`src/rtl/disp_scan_ctrl_if.sv`:
```
// rtl/disp_scan_ctrl_if.sv - write-request bus for the display digit buffer
// Two independent requesters, each with a valid/ready handshake carrying a
// digit index and a BCD value.
//   master : requester side (drives valid/idx/data, receives ready)
//   slave  : scan controller side (receives valid/idx/data, drives ready)
interface disp_scan_ctrl_if;
  logic       req0_valid;
  logic [2:0] req0_idx;
  logic [3:0] req0_data;
  logic       req0_ready;
  logic       req1_valid;
  logic [2:0] req1_idx;
  logic [3:0] req1_data;
  logic       req1_ready;

  modport master (
    output req0_valid, req0_idx, req0_data, req1_valid, req1_idx, req1_data,
    input  req0_ready, req1_ready
  );

  modport slave (
    input  req0_valid, req0_idx, req0_data, req1_valid, req1_idx, req1_data,
    output req0_ready, req1_ready
  );
endinterface

```
`src/rtl/disp_scan_ctrl.sv`:
```
// rtl/disp_scan_ctrl.sv - 8-digit multiplexed display scanner with buffer write arbiter
// Ports:
//   clk    : system clock, rising edge
//   rst    : asynchronous reset, active-high
//   en     : display enable
//   req    : two-requester write bus (slave side), ready is combinational
//   ds     : active-low one-hot digit strobes, 8'hFF = all off
//   sel    : index of the current slot
//   digit  : buffer contents for sel, feeds the BCD-to-7-segment decoder
//   blank  : 1 = segment drivers must be off
module disp_scan_ctrl #(
  parameter int SCAN_DIV    = 1000,
  parameter int BLANK       = 4,
  parameter int LZ_SUPPRESS = 1
) (
  input  logic                   clk,
  input  logic                   rst,
  input  logic                   en,
  disp_scan_ctrl_if.slave        req,
  output logic [7:0]             ds,
  output logic [2:0]             sel,
  output logic [3:0]             digit,
  output logic                   blank
);

  localparam int            CW      = $clog2(SCAN_DIV);
  localparam logic [CW-1:0] LAST    = CW'(SCAN_DIV - 1);
  localparam logic [CW-1:0] BLANK_C = CW'(BLANK);
  localparam bit            LZ      = (LZ_SUPPRESS != 0);

  logic [CW-1:0] cnt;
  logic [CW-1:0] cnt_n;
  logic [2:0]    sel_n;
  logic          run;       // en as seen on the previous edge; low means the next enabled edge restarts the slot
  logic          ptr;       // round-robin owner: 0 = req0, 1 = req1
  logic [3:0]    buf_q [8];
  logic [7:0]    hi_zero;   // hi_zero[i]: buf_q[i] and every higher entry are zero
  logic          show;
  logic          r0;
  logic          r1;
  logic          g1;
  logic          wr_en;
  logic [2:0]    wr_idx;
  logic [3:0]    wr_data;

  // Arbiter: the pointer only matters when both requesters contend.
  always_comb begin
    r0 = 1'b0;
    r1 = 1'b0;
    if (!rst) begin
      if (req.req0_valid && req.req1_valid) begin
        r0 = !ptr;
        r1 = ptr;
      end else begin
        r0 = req.req0_valid;
        r1 = req.req1_valid;
      end
    end
  end

  assign req.req0_ready = r0;
  assign req.req1_ready = r1;
  assign g1      = req.req1_valid && r1;
  assign wr_en   = (req.req0_valid && r0) || g1;
  assign wr_idx  = g1 ? req.req1_idx  : req.req0_idx;
  assign wr_data = g1 ? req.req1_data : req.req0_data;

  always_comb begin
    hi_zero[7] = (buf_q[7] == 4'd0);
    for (int i = 6; i >= 0; i--) begin
      hi_zero[i] = (buf_q[i] == 4'd0) && hi_zero[i+1];
    end
  end

  // Next slot position; the registered outputs are derived from it so that
  // ds/sel/digit/blank all describe the same slot cycle.
  always_comb begin
    cnt_n = cnt;
    sel_n = sel;
    if (!en || !run) begin
      cnt_n = '0;
    end else if (cnt == LAST) begin
      cnt_n = '0;
      sel_n = sel - 3'd1;   // 0 wraps naturally to 7
    end else begin
      cnt_n = cnt + 1'b1;
    end
  end

  assign show = en && !(cnt_n < BLANK_C) && !(LZ && (sel_n != 3'd0) && hi_zero[sel_n]);

  always_ff @(posedge clk or posedge rst) begin
    if (rst) begin
      cnt   <= '0;
      sel   <= 3'd7;
      run   <= 1'b0;
      ptr   <= 1'b0;
      ds    <= 8'hFF;
      digit <= 4'd0;
      blank <= 1'b1;
      for (int i = 0; i < 8; i++) begin
        buf_q[i] <= 4'd0;
      end
    end else begin
      cnt   <= cnt_n;
      sel   <= sel_n;
      run   <= en;
      ds    <= show ? ~(8'd1 << sel_n) : 8'hFF;
      blank <= !show;
      digit <= buf_q[sel_n];
      if (wr_en) begin
        buf_q[wr_idx] <= wr_data;
      end
      if (req.req0_valid && req.req1_valid) begin
        ptr <= !ptr;
      end
    end
  end

endmodule

```
`src/flat_wrapper.sv`:
```
// flat-port wrapper written by rule: the top's interface ports become plain ports
module disp_scan_ctrl_flat 
#(
  parameter int SCAN_DIV    = 1000,
  parameter int BLANK       = 4,
  parameter int LZ_SUPPRESS = 1
)
  (clk, rst, en, ds, sel, digit, blank, req_req0_valid, req_req0_idx, req_req0_data, req_req1_valid, req_req1_idx, req_req1_data, req_req0_ready, req_req1_ready);
  disp_scan_ctrl_if req_i ();
  input  logic clk;
  input  logic rst;
  input  logic en;
  output logic [7:0] ds;
  output logic [2:0] sel;
  output logic [3:0] digit;
  output logic blank;
  input wire logic [$bits(req_i.req0_valid)-1:0] req_req0_valid;
  input wire logic [$bits(req_i.req0_idx)-1:0] req_req0_idx;
  input wire logic [$bits(req_i.req0_data)-1:0] req_req0_data;
  input wire logic [$bits(req_i.req1_valid)-1:0] req_req1_valid;
  input wire logic [$bits(req_i.req1_idx)-1:0] req_req1_idx;
  input wire logic [$bits(req_i.req1_data)-1:0] req_req1_data;
  output wire logic [$bits(req_i.req0_ready)-1:0] req_req0_ready;
  output wire logic [$bits(req_i.req1_ready)-1:0] req_req1_ready;
  assign req_i.req0_valid = req_req0_valid;
  assign req_i.req0_idx = req_req0_idx;
  assign req_i.req0_data = req_req0_data;
  assign req_i.req1_valid = req_req1_valid;
  assign req_i.req1_idx = req_req1_idx;
  assign req_i.req1_data = req_req1_data;
  assign req_req0_ready = req_i.req0_ready;
  assign req_req1_ready = req_i.req1_ready;
  disp_scan_ctrl #(.SCAN_DIV(SCAN_DIV), .BLANK(BLANK), .LZ_SUPPRESS(LZ_SUPPRESS)) u_core (.clk(clk), .rst(rst), .en(en), .req(req_i), .ds(ds), .sel(sel), .digit(digit), .blank(blank));
endmodule
```
`config.mk`:
```
export PLATFORM = sky130hd
export DESIGN_NAME = disp_scan_ctrl_flat
export DESIGN_NICKNAME = d
export VERILOG_FILES = /design/src/rtl/disp_scan_ctrl_if.sv /design/src/rtl/disp_scan_ctrl.sv /design/src/flat_wrapper.sv
export SDC_FILE = /design/constraint.sdc
export NUM_CORES = 1
export LEC_CHECK = 0
export CORE_AREA = 2 2 126 91
export DETAILED_ROUTE_END_ITERATION = 12
export DIE_AREA = 0 0 128 93
export SETUP_SLACK_MARGIN = 0.2
export SYNTH_ARGS = -nofsm -noshare
export SYNTH_HDL_FRONTEND = slang
export SYNTH_SLANG_ARGS = --single-unit
```
`constraint.sdc`:
```
create_clock -name clk -period 4.4 [get_ports clk]
set_clock_uncertainty 0.15 [all_clocks]
set_input_delay 0.88 -clock clk [delete_from_list [all_inputs] [get_ports clk]]
set_output_delay 0.88 -clock clk [all_outputs]
set_load 0.03 [all_outputs]
```
Yosys cells after proc, flatten, opt, wreduce, memory -nomap -nowiden
Cells that the tools add are included.
Storage, ports and cells
  input bits: 19
  latch bits: 0
  RAM bits: 0
  memories kept: 0
  register bits after elaboration: 60
  word-level logic and storage cells: 77
  bits in read-only memories: 0
Cells by class
  shift-type cells: 1
  divide/modulo/power cells: 0
  reductions and logical operators: 31
  order comparisons: 5
  multiplexer cells: 19
  bitwise gates (word level): 3
  equal/unequal tests: 1
  $mul: 0
  add/subtract/negate cells: 2
Operator list (number)
  32-bit bitwise mux: 1
  4-bit logical NOT: 8
  10-bit 2-to-1 mux: 2
  4-bit 2-to-1 mux: 4
  1-bit logical AND: 14
  4-bit binary-select mux with 3-bit select: 1
  4-bit demux with 3-bit select: 1
  10-bit by 1-bit adder with 10-bit output, second input constant: 1
  10-bit == test, second input constant: 1
  10-bit by 3-bit < comparator with 1-bit output, second input constant: 1
  3-bit 2-to-1 mux: 3
  4-bit greater-or-equal comparator, second input constant: 2
  8-bit 2-to-1 mux: 1
  3-bit inverter with 4-bit output: 2
  8-bit inverter: 1
  1-bit by 3-bit << shifter with 8-bit output, first input constant: 1
  1-bit logical NOT: 6
  1-bit 2-to-1 mux: 5
  3-bit by 4-bit < comparator with 1-bit output, second input constant: 1
  4-bit by 1-bit < comparator with 1-bit output, second input constant: 1
  1-bit binary-select mux with 3-bit select: 1
  3-bit nonzero test: 1
  3-bit by 1-bit subtractor with 3-bit output, second input constant: 1
  1-bit logical OR: 2

Logic depth before layout (Yosys ltp)
  word-level depth: 14
  gate-level depth with buffers: 11

Worst setup path after synthesis
OpenSTA, ideal clock, no wires.
  path type: input -> register
  start: input rst
  end: register u_core.buf_q[24] (netlist bit)
  setup slack: 358 ps
  cell stages on the path: 7
  path buffers: 0
  arrival: 3767 ps
  setup time: 125 ps
  cells stage by stage: inv_1 nand3_1 inv_1 a22o_1 inv_1 nor2_1 mux2_2
On the way
  word-level cells in the longest chain between the ends: 9
  elaborated cells between the ends (all ways): 14
  classes of those cells: 2 x order compare; 7 x mux; 1 x bitwise; 4 x reduce/logical
RTL lines
  start, declared: RTL line flat_wrapper.sv:11  | input logic rst;
  1-bit 2-to-1 mux (*): RTL line disp_scan_ctrl.sv:50  | if (!rst) begin
  named net req_req1_ready: RTL line flat_wrapper.sv:24  | output wire logic [$bits(req_i.req1_ready)-1:0] req_req1_ready;
  1-bit logical AND (*): RTL line disp_scan_ctrl.sv:63  | assign g1 = req.req1_valid && r1;
  3-bit 2-to-1 mux: RTL line disp_scan_ctrl.sv:65  | assign wr_idx = g1 ? req.req1_idx : req.req0_idx;
  3-bit inverter with 4-bit output (not written as such): RTL line disp_scan_ctrl.sv:112  | buf_q[wr_idx] <= wr_data;
  4-bit greater-or-equal comparator (not written as such) or 4-bit by 1-bit < comparator with 1-bit output (tied branches): RTL line disp_scan_ctrl.sv:112
  1-bit logical AND (not written as such): RTL line disp_scan_ctrl.sv:112
  4-bit 2-to-1 mux (not written as such): RTL line disp_scan_ctrl.sv:112
  4-bit demux with 3-bit select: RTL line disp_scan_ctrl.sv:112
  32-bit bitwise mux: RTL line disp_scan_ctrl.sv:112
  end signal, assigned by index: RTL line disp_scan_ctrl.sv:112
  end, declared: RTL line disp_scan_ctrl.sv:36  | logic [3:0] buf_q [8];
The timed path passes the listed nets; every way through them passes the cells marked *.
A chain may end at the register's enable or synchronous reset.

Worst setup path after layout
  start: input req_req0_valid
  end: output req_req1_ready
On the way
  word-level cells in the longest chain between the ends: 3
RTL lines
  start, declared: RTL line flat_wrapper.sv:17  | input wire logic [$bits(req_i.req0_valid)-1:0] req_req0_valid;
  1-bit logical AND: RTL line disp_scan_ctrl.sv:51  | if (req.req0_valid && req.req1_valid) begin
  1-bit 2-to-1 mux: RTL line disp_scan_ctrl.sv:51
  1-bit 2-to-1 mux: RTL line disp_scan_ctrl.sv:50
  end, declared: RTL line flat_wrapper.sv:24
No other way between the ends.

==> impl_metrics.csv <==
group,metric,value,unit
outcome,status,"finished, final reports clean",
worst_setup_path,worstReg2RegStart,"u_core.sel[0]",
detailed_routing,first_pass_iters,4,
logic_synthesis,synthDistinctLibCells,51,
logic_synthesis,yosys_register_bits,60,
detailed_routing,drcViolationCount,0,
hold_path,hp-start,"u_core.ptr",
placed_design,place.gp.congestion,0.822,
die,placementRows,32,
placed_design,io_buffers,36,
sta,hold_violations,0,
worst_setup_path,worstPathArrival,2.73,ns
grt,grt.total_usage,0.134,
sta,rsz0062_at_grt,"false",
die,initial_core_util,0.295,
worst_setup_path,reg2reg_slack,1.30,ns
sta,period_share,0.854,
placed_design,post-place-ws,0.657,ns
logic_synthesis,synth_area_per_cell,11.0,um^2
die,die_h,93,um
hold_path,hold_end,"u_core.ptr",
logic_synthesis,async_flop_share,1.00,
clock_tree,numCtsBuffers,9,
logic_synthesis,synth_top_area_frac,0.380,
detailed_routing,drt-vias-per-instance,5.23,
worst_setup_path,path_max_fanout,14,
worst_setup_path,crit_required,3.37,ns
placed_design,dp_hpwl,5.61,mm
logic_synthesis,seq_area_frac_synth,0.479,
clock_tree,clock_latency,0.33,ns
clock_tree,cts_root_buf,"clkbuf_16",
clock_tree,cts_sinks,60,
logic_synthesis,synth_area_leaders,"dfrtp_1, mux2_2, dfstp_2, nand2_1, mux2i_1",
clock_tree,cts_tree,"yes",
detailed_routing,drt_wl_total,7.62,mm
power,p_per_area,500,nW/um^2
clock_tree,postCtsSetupBuffers,0,
grt,antenna_found_initial,0,
logic_synthesis,synth_edf_count,0,
detailed_routing,wl_per_cell,16.4,um
sta,drv_slew,0,
die,boundaryPins,37,
logic_synthesis,yosysWarningCount,0,
hold_path,hp-class,"flop to flop",
worst_setup_path,r2r_end,"u_core.digit[2]",
grt,grt_pass1_wl,12.3,mm
grt,grt_max_degree,61,
logic_synthesis,synthFlopType,"dfrtp_1",
die,die_w,128,um
clock_tree,clk_path_buf_depth,2,
worst_setup_path,endpoint_kind,"output port",
sta,slew-limit-headroom,0.302,
final_layout,multiInputGateArea,1540,um^2
final_layout,fillers,1082,
clock_tree,cts.htree.levels,3,
sta,worstMarginPinSlew,1.03,ns
logic_synthesis,syn-num-nets,308,
clock_tree,cts_resized,0,
worst_setup_path,r2r_cells,7,
sta,finalSetupTns,0,ns
worst_setup_path,start_kind,"input port",
logic_synthesis,synthTopCellsByCount,"dfrtp_1, mux2_2, nand2_1, nor2_1, dfstp_2",
final_layout,antenna_cells,0,
logic_synthesis,yosysMostFrequentCell,"dfrtp_1",
flow_run,cap_violations,0,
sta,setup_ws,0.641,ns
logic_synthesis,yosysTopAreaCell,"dfrtp_1",
final_layout,regArea,1520,um^2
sta,max_freq,0.266,GHz
final_layout,layout-drive-gt1-share,0.235,
power,ir_drop,182,uV
sta,min_period,3.76,ns
die,die_area,11900,um^2
grt,gr-total-overflow,0,
final_layout,nNetsFinal,344,
detailed_routing,ant_nets,0,
sta,setup_violations,0,
hold_path,hold_depth,1,
die,core-area,10700,um^2
clock_tree,holdBufCountCts,0,
grt,grt_pass1_vias,2356,
logic_synthesis,netlist_area,3160,um^2
power,p_leak,1.58,nW
logic_synthesis,synthCells,287,
clock_tree,path_clk_slew,0.05,ns
detailed_routing,drt_iter0_markers,157,
detailed_routing,via_count,2425,
final_layout,area_growth,23.9,%
worst_setup_path,critPathKind,"input port to output port",
cell type report:
cell class              count  share of cell area
clock inverters             5             0.00926
clock buffers              11              0.0645
well taps                 136              0.0434
multi-input cells         206               0.394
inverters                   9             0.00862
flip-flops and latches     60               0.387
repair buffers             37              0.0938
cells by family after synthesis:
| kind of cell | count (synthesis) | share of synthesized area |
|---|---|---|
| buffers and inverters | 21 | 0.0328 |
| AO/OA/AOI/OAI | 44 | 0.104 |
| XOR/XNOR | 10 | 0.0336 |
| flip-flops | 60 | 0.479 |
| adder cells (fa/ha/maj) | 2 | 0.00791 |
| multiplexers | 46 | 0.170 |
| AND/OR/NAND/NOR | 104 | 0.172 |
critical path, cell delays in order:
cell             delay (ns)
clkdlybuf4s50_1        0.44
nand2b_1               0.08
nand3_1                0.34
inv_1                  0.28
clkdlybuf4s50_1        0.71
metal layers:
layer / GRT usage / wire (um) / up-vias
met3: 0.0418 / 457 / 11
met1: 0.191 / 3710 / 1204
li1: - / - / 1147
met5: 0 / 0 / -
met2: 0.193 / 3350 / 63
met4: 0.0467 / 102 / 0
cell usage in the layout (no fill, tap or decap), types with 7 or more instances in the layout:
master,count
a21oi_1,7
a221oi_1,9
clkbuf_16,9
clkdlybuf4s50_1,36
dfrtp_1,48
dfstp_2,12
mux2_2,34
mux2i_1,9
nand2_1,32
nand3_1,10
nand4_1,9
nor2_1,17
flip-flops by register name, summed over array words and instances, names as in the netlist:
signal and cells:
u_core.digit 4, u_core.ds 8, u_core.sel 3, u_core.buf_q 32, u_core.blank 1, u_core.run 1
u_core.ptr 1, u_core.cnt 10
worst max-delay path by stage:
stage / slack, ns / cells past startpoint / end / from
finish: 0.64 / 5 / req_req1_ready / req_req0_valid
global route: 0.44 / 5 / req_req1_ready / req_req0_valid
CTS: 0.65 / 5 / req_req1_ready / req_req0_valid
detailed placement: 0.66 / 5 / req_req1_ready / req_req0_valid
global placement: 0.71 / 5 / req_req1_ready / req_req0_valid
floorplan: 0.36 / 7 / u_core.buf_q[24] / rst
report_power, final:
group / switching [mW] / internal [mW] / leakage [nW] / total, mW
combinational: 0.191 / 0.235 / 0.722 / 0.426
clock: 0.251 / 0.411 / 0.134 / 0.662
sequential: 0.148 / 0.725 / 0.724 / 0.873
total: 0.591 / 1.37 / 1.58 / 1.96
stage by stage:
stage                util  hold WS, ns  instances  total power [mW]  cell area [um^2]
detailed placement  0.338        0.340        448              1.31              3630
floorplan               -        0.307        287              1.13              3160
CTS                 0.365        0.348        464              1.97              3920
finish              0.365        0.349        464              1.96              3920
global route        0.365        0.365        464              2.06              3920
global placement    0.338        0.330        448              1.29              3630
(Power assumes the default switching activity.)
==> RTL edit, RTL diff (same settings) <==
The output `digit` loses its register stage (`digit` becomes a continuous assignment). Comments in the files are not updated.
--- a/src/rtl/disp_scan_ctrl.sv
+++ b/src/rtl/disp_scan_ctrl.sv
@@ -98,3 +98,2 @@
       ds    <= 8'hFF;
-      digit <= 4'd0;
       blank <= 1'b1;
@@ -109,3 +108,2 @@
       blank <= !show;
-      digit <= buf_q[sel_n];
       if (wr_en) begin
@@ -119,2 +117,4 @@
 
+  assign digit = buf_q[sel_n];
+
 endmodule
Formal check against the unedited RTL: not equivalent (a bounded check fails within 4 cycles, from zero or initial values and one cycle with rst high).
==> RTL edit against the original RTL <==
  * Power down 17%
  * Area after synthesis down 4.9%
  * Register-to-register slack better by 560 ps
  * Cell area decreased by 3.6%
  * Utilization decreased by 1.3 points
  * Sequential cell count down 4
  * Final cell count increased by 0.43%
  * Hold slack better by 14 ps
  * Worst setup slack lost 410 ps
  * Wire length up 1.8%
  * Sequential power fell by 6.5%
  * Combinational power is 6.6% lower
==> RTL edit: results (changes against the original RTL) <==
metric,value,unit,change
status,finished clean,,
routabilityCongestion,0.914,,+11%
dp_hpwl,5730,um,+2.2%
portBuffers,36,,unchanged
yosys_warnings,0,,unchanged
combinationalPower,0.398,mW,-6.6%
drt_pass1_iterations,5,,+1
cp_slowest_cell,clkdlybuf4s50_1,,
reg2reg_from,u_core.cnt[0],,
grt_max_degree,57,,-6.6%
grt_pass1_vias,2315,,-1.7%
hold_path.class,reg2reg,,
clk_pin_slew,70,ps,+20 ps
cp_slowest_stage_delay,530,ps,-180 ps
use_met2,18.5,%,-0.71 points
p_leak,1.53,nW,-3.0%
min_from,u_core.ptr,,
cts_buffers,5,,-4
rr_worst_depth,9,,+2
top_regs,"u_core.buf_q x32, u_core.cnt x10, u_core.ds x8",,
met3_usage,3.49,%,-0.69 points
postRouteWirelength,7770,um,+1.8%
clk-power,0.424,mW,-36%
switching_share,31.5,%,+1.3 points
ys_seq_area_share,47.1,%,-0.84 points
setup-tns-final,0,ps,unchanged
power_leader,sequential cells,,
slew-limit-headroom,53.3,%,+23 points
insertion_delay,300,ps,-30 ps
fin_nets,350,,+1.7%
grt_util_met1,19.9,%,+0.78 points
cts_root_buf,clkbuf_16,,
grtUsageTotal,13.4,%,+0.021 points
cts_htree_levels,2,,-1
synthTopCellsByArea,"dfrtp_1 (37%), mux2_2 (14%), dfstp_2 (10%)",,
holdPathEnd,u_core.ptr,,
crit_family,buffers and inverters,,
viasPerCell,5.30,,+1.4%
synthFlopType,dfrtp_1,,
drt_iter0_drc,147,,-6.4%
whs_path_depth,1,,unchanged
grt_pass1_wl,12300,um,-0.11%
reg2reg_slack,1860,ps,+560 ps
async_reset_ff_share,100,%,unchanged
crit_arrival,3140,ps,+410 ps
r2r_end,u_core.ds[6],,
path_max_fanout,8,,-6
antenna_found_initial,0,,unchanged
clk_path_buf_depth,2,,unchanged
drive_gt1_share,27.3,%,+3.8 points
syn-num-nets,300,,-2.6%
insertedDiodeCount,0,,unchanged
synth_common_cells,"dfrtp_1 (44), mux2_2 (37), nand2_1 (35), nor2_1 (14), nand3_1 (13)",,
ys_types,53,,+3.9%
dp_slack,135,ps,-522 ps
ir_drop,0.156,mV,-14%
-- RTL edit: changes by cell type after synthesis, sizes merged, moves of 4 or more --
cell	unedited run	this run
and3	6	2
clkbuf	7	3
dfrtp	48	44
mux2i	10	4
nand3	10	14
nand4	9	2
o21ai	6	13
-- RTL edit: worst max-delay path by stage --
stage / to / startpoint / slack, ps / cells after the start
finish: digit[3] / en / 230 / 10
floorplan: u_core.buf_q[24] / rst / 450 / 6
global route: digit[3] / en / 150 / 10
detailed placement: digit[2] / en / 130 / 9
global placement: digit[1] / en / 190 / 9
CTS: digit[2] / en / 260 / 9
-- RTL edit: routing by layer --
layer	routed length [um]	vias to the layer above
li1	-	1142
met1	3860	1222
met2	3240	96
met3	537	10
met4	127	0
met5	0	-
-- RTL edit: kinds of logic after synthesis --
kind of cell,after synthesis,share of synthesized area (%)
AOI/OAI and AO/OA,55,13.7
xor gates and xnor gates,8,2.33
adders and majority gates,2,0.832
buffers and inverters,16,2.54
DFF,56,47.1
muxes,41,15.2
and+or+nand+nor,101,18.3
-- RTL edit: repair_timing --
item | CTS | global route
pin swaps | 1 | 1
resized for setup | 0 | 7
buffers inserted | 0 | 2
setup endpoints to repair | 4 | 4
-- RTL edit: metrics by stage --
step / power (mW) / std cells / instance area, um^2 / hold WS (ps)
finish: 1.64 / 466 / 3780 / 363
global route: 1.71 / 466 / 3780 / 379
CTS: 1.64 / 464 / 3730 / 364
detailed placement: 1.21 / 456 / 3570 / 349
global placement: 1.20 / 456 / 3570 / 338
floorplan: 1.05 / 279 / 3010 / 317
-- RTL edit: layout make-up --
class                      count  area [um^2]
fill                        1039         6950
timing repair buffer          50          459
inverter                       9         33.8
clock buffer                   8          156
tap                          136          170
multi-input combinational    207         1540
sequential                    56         1420
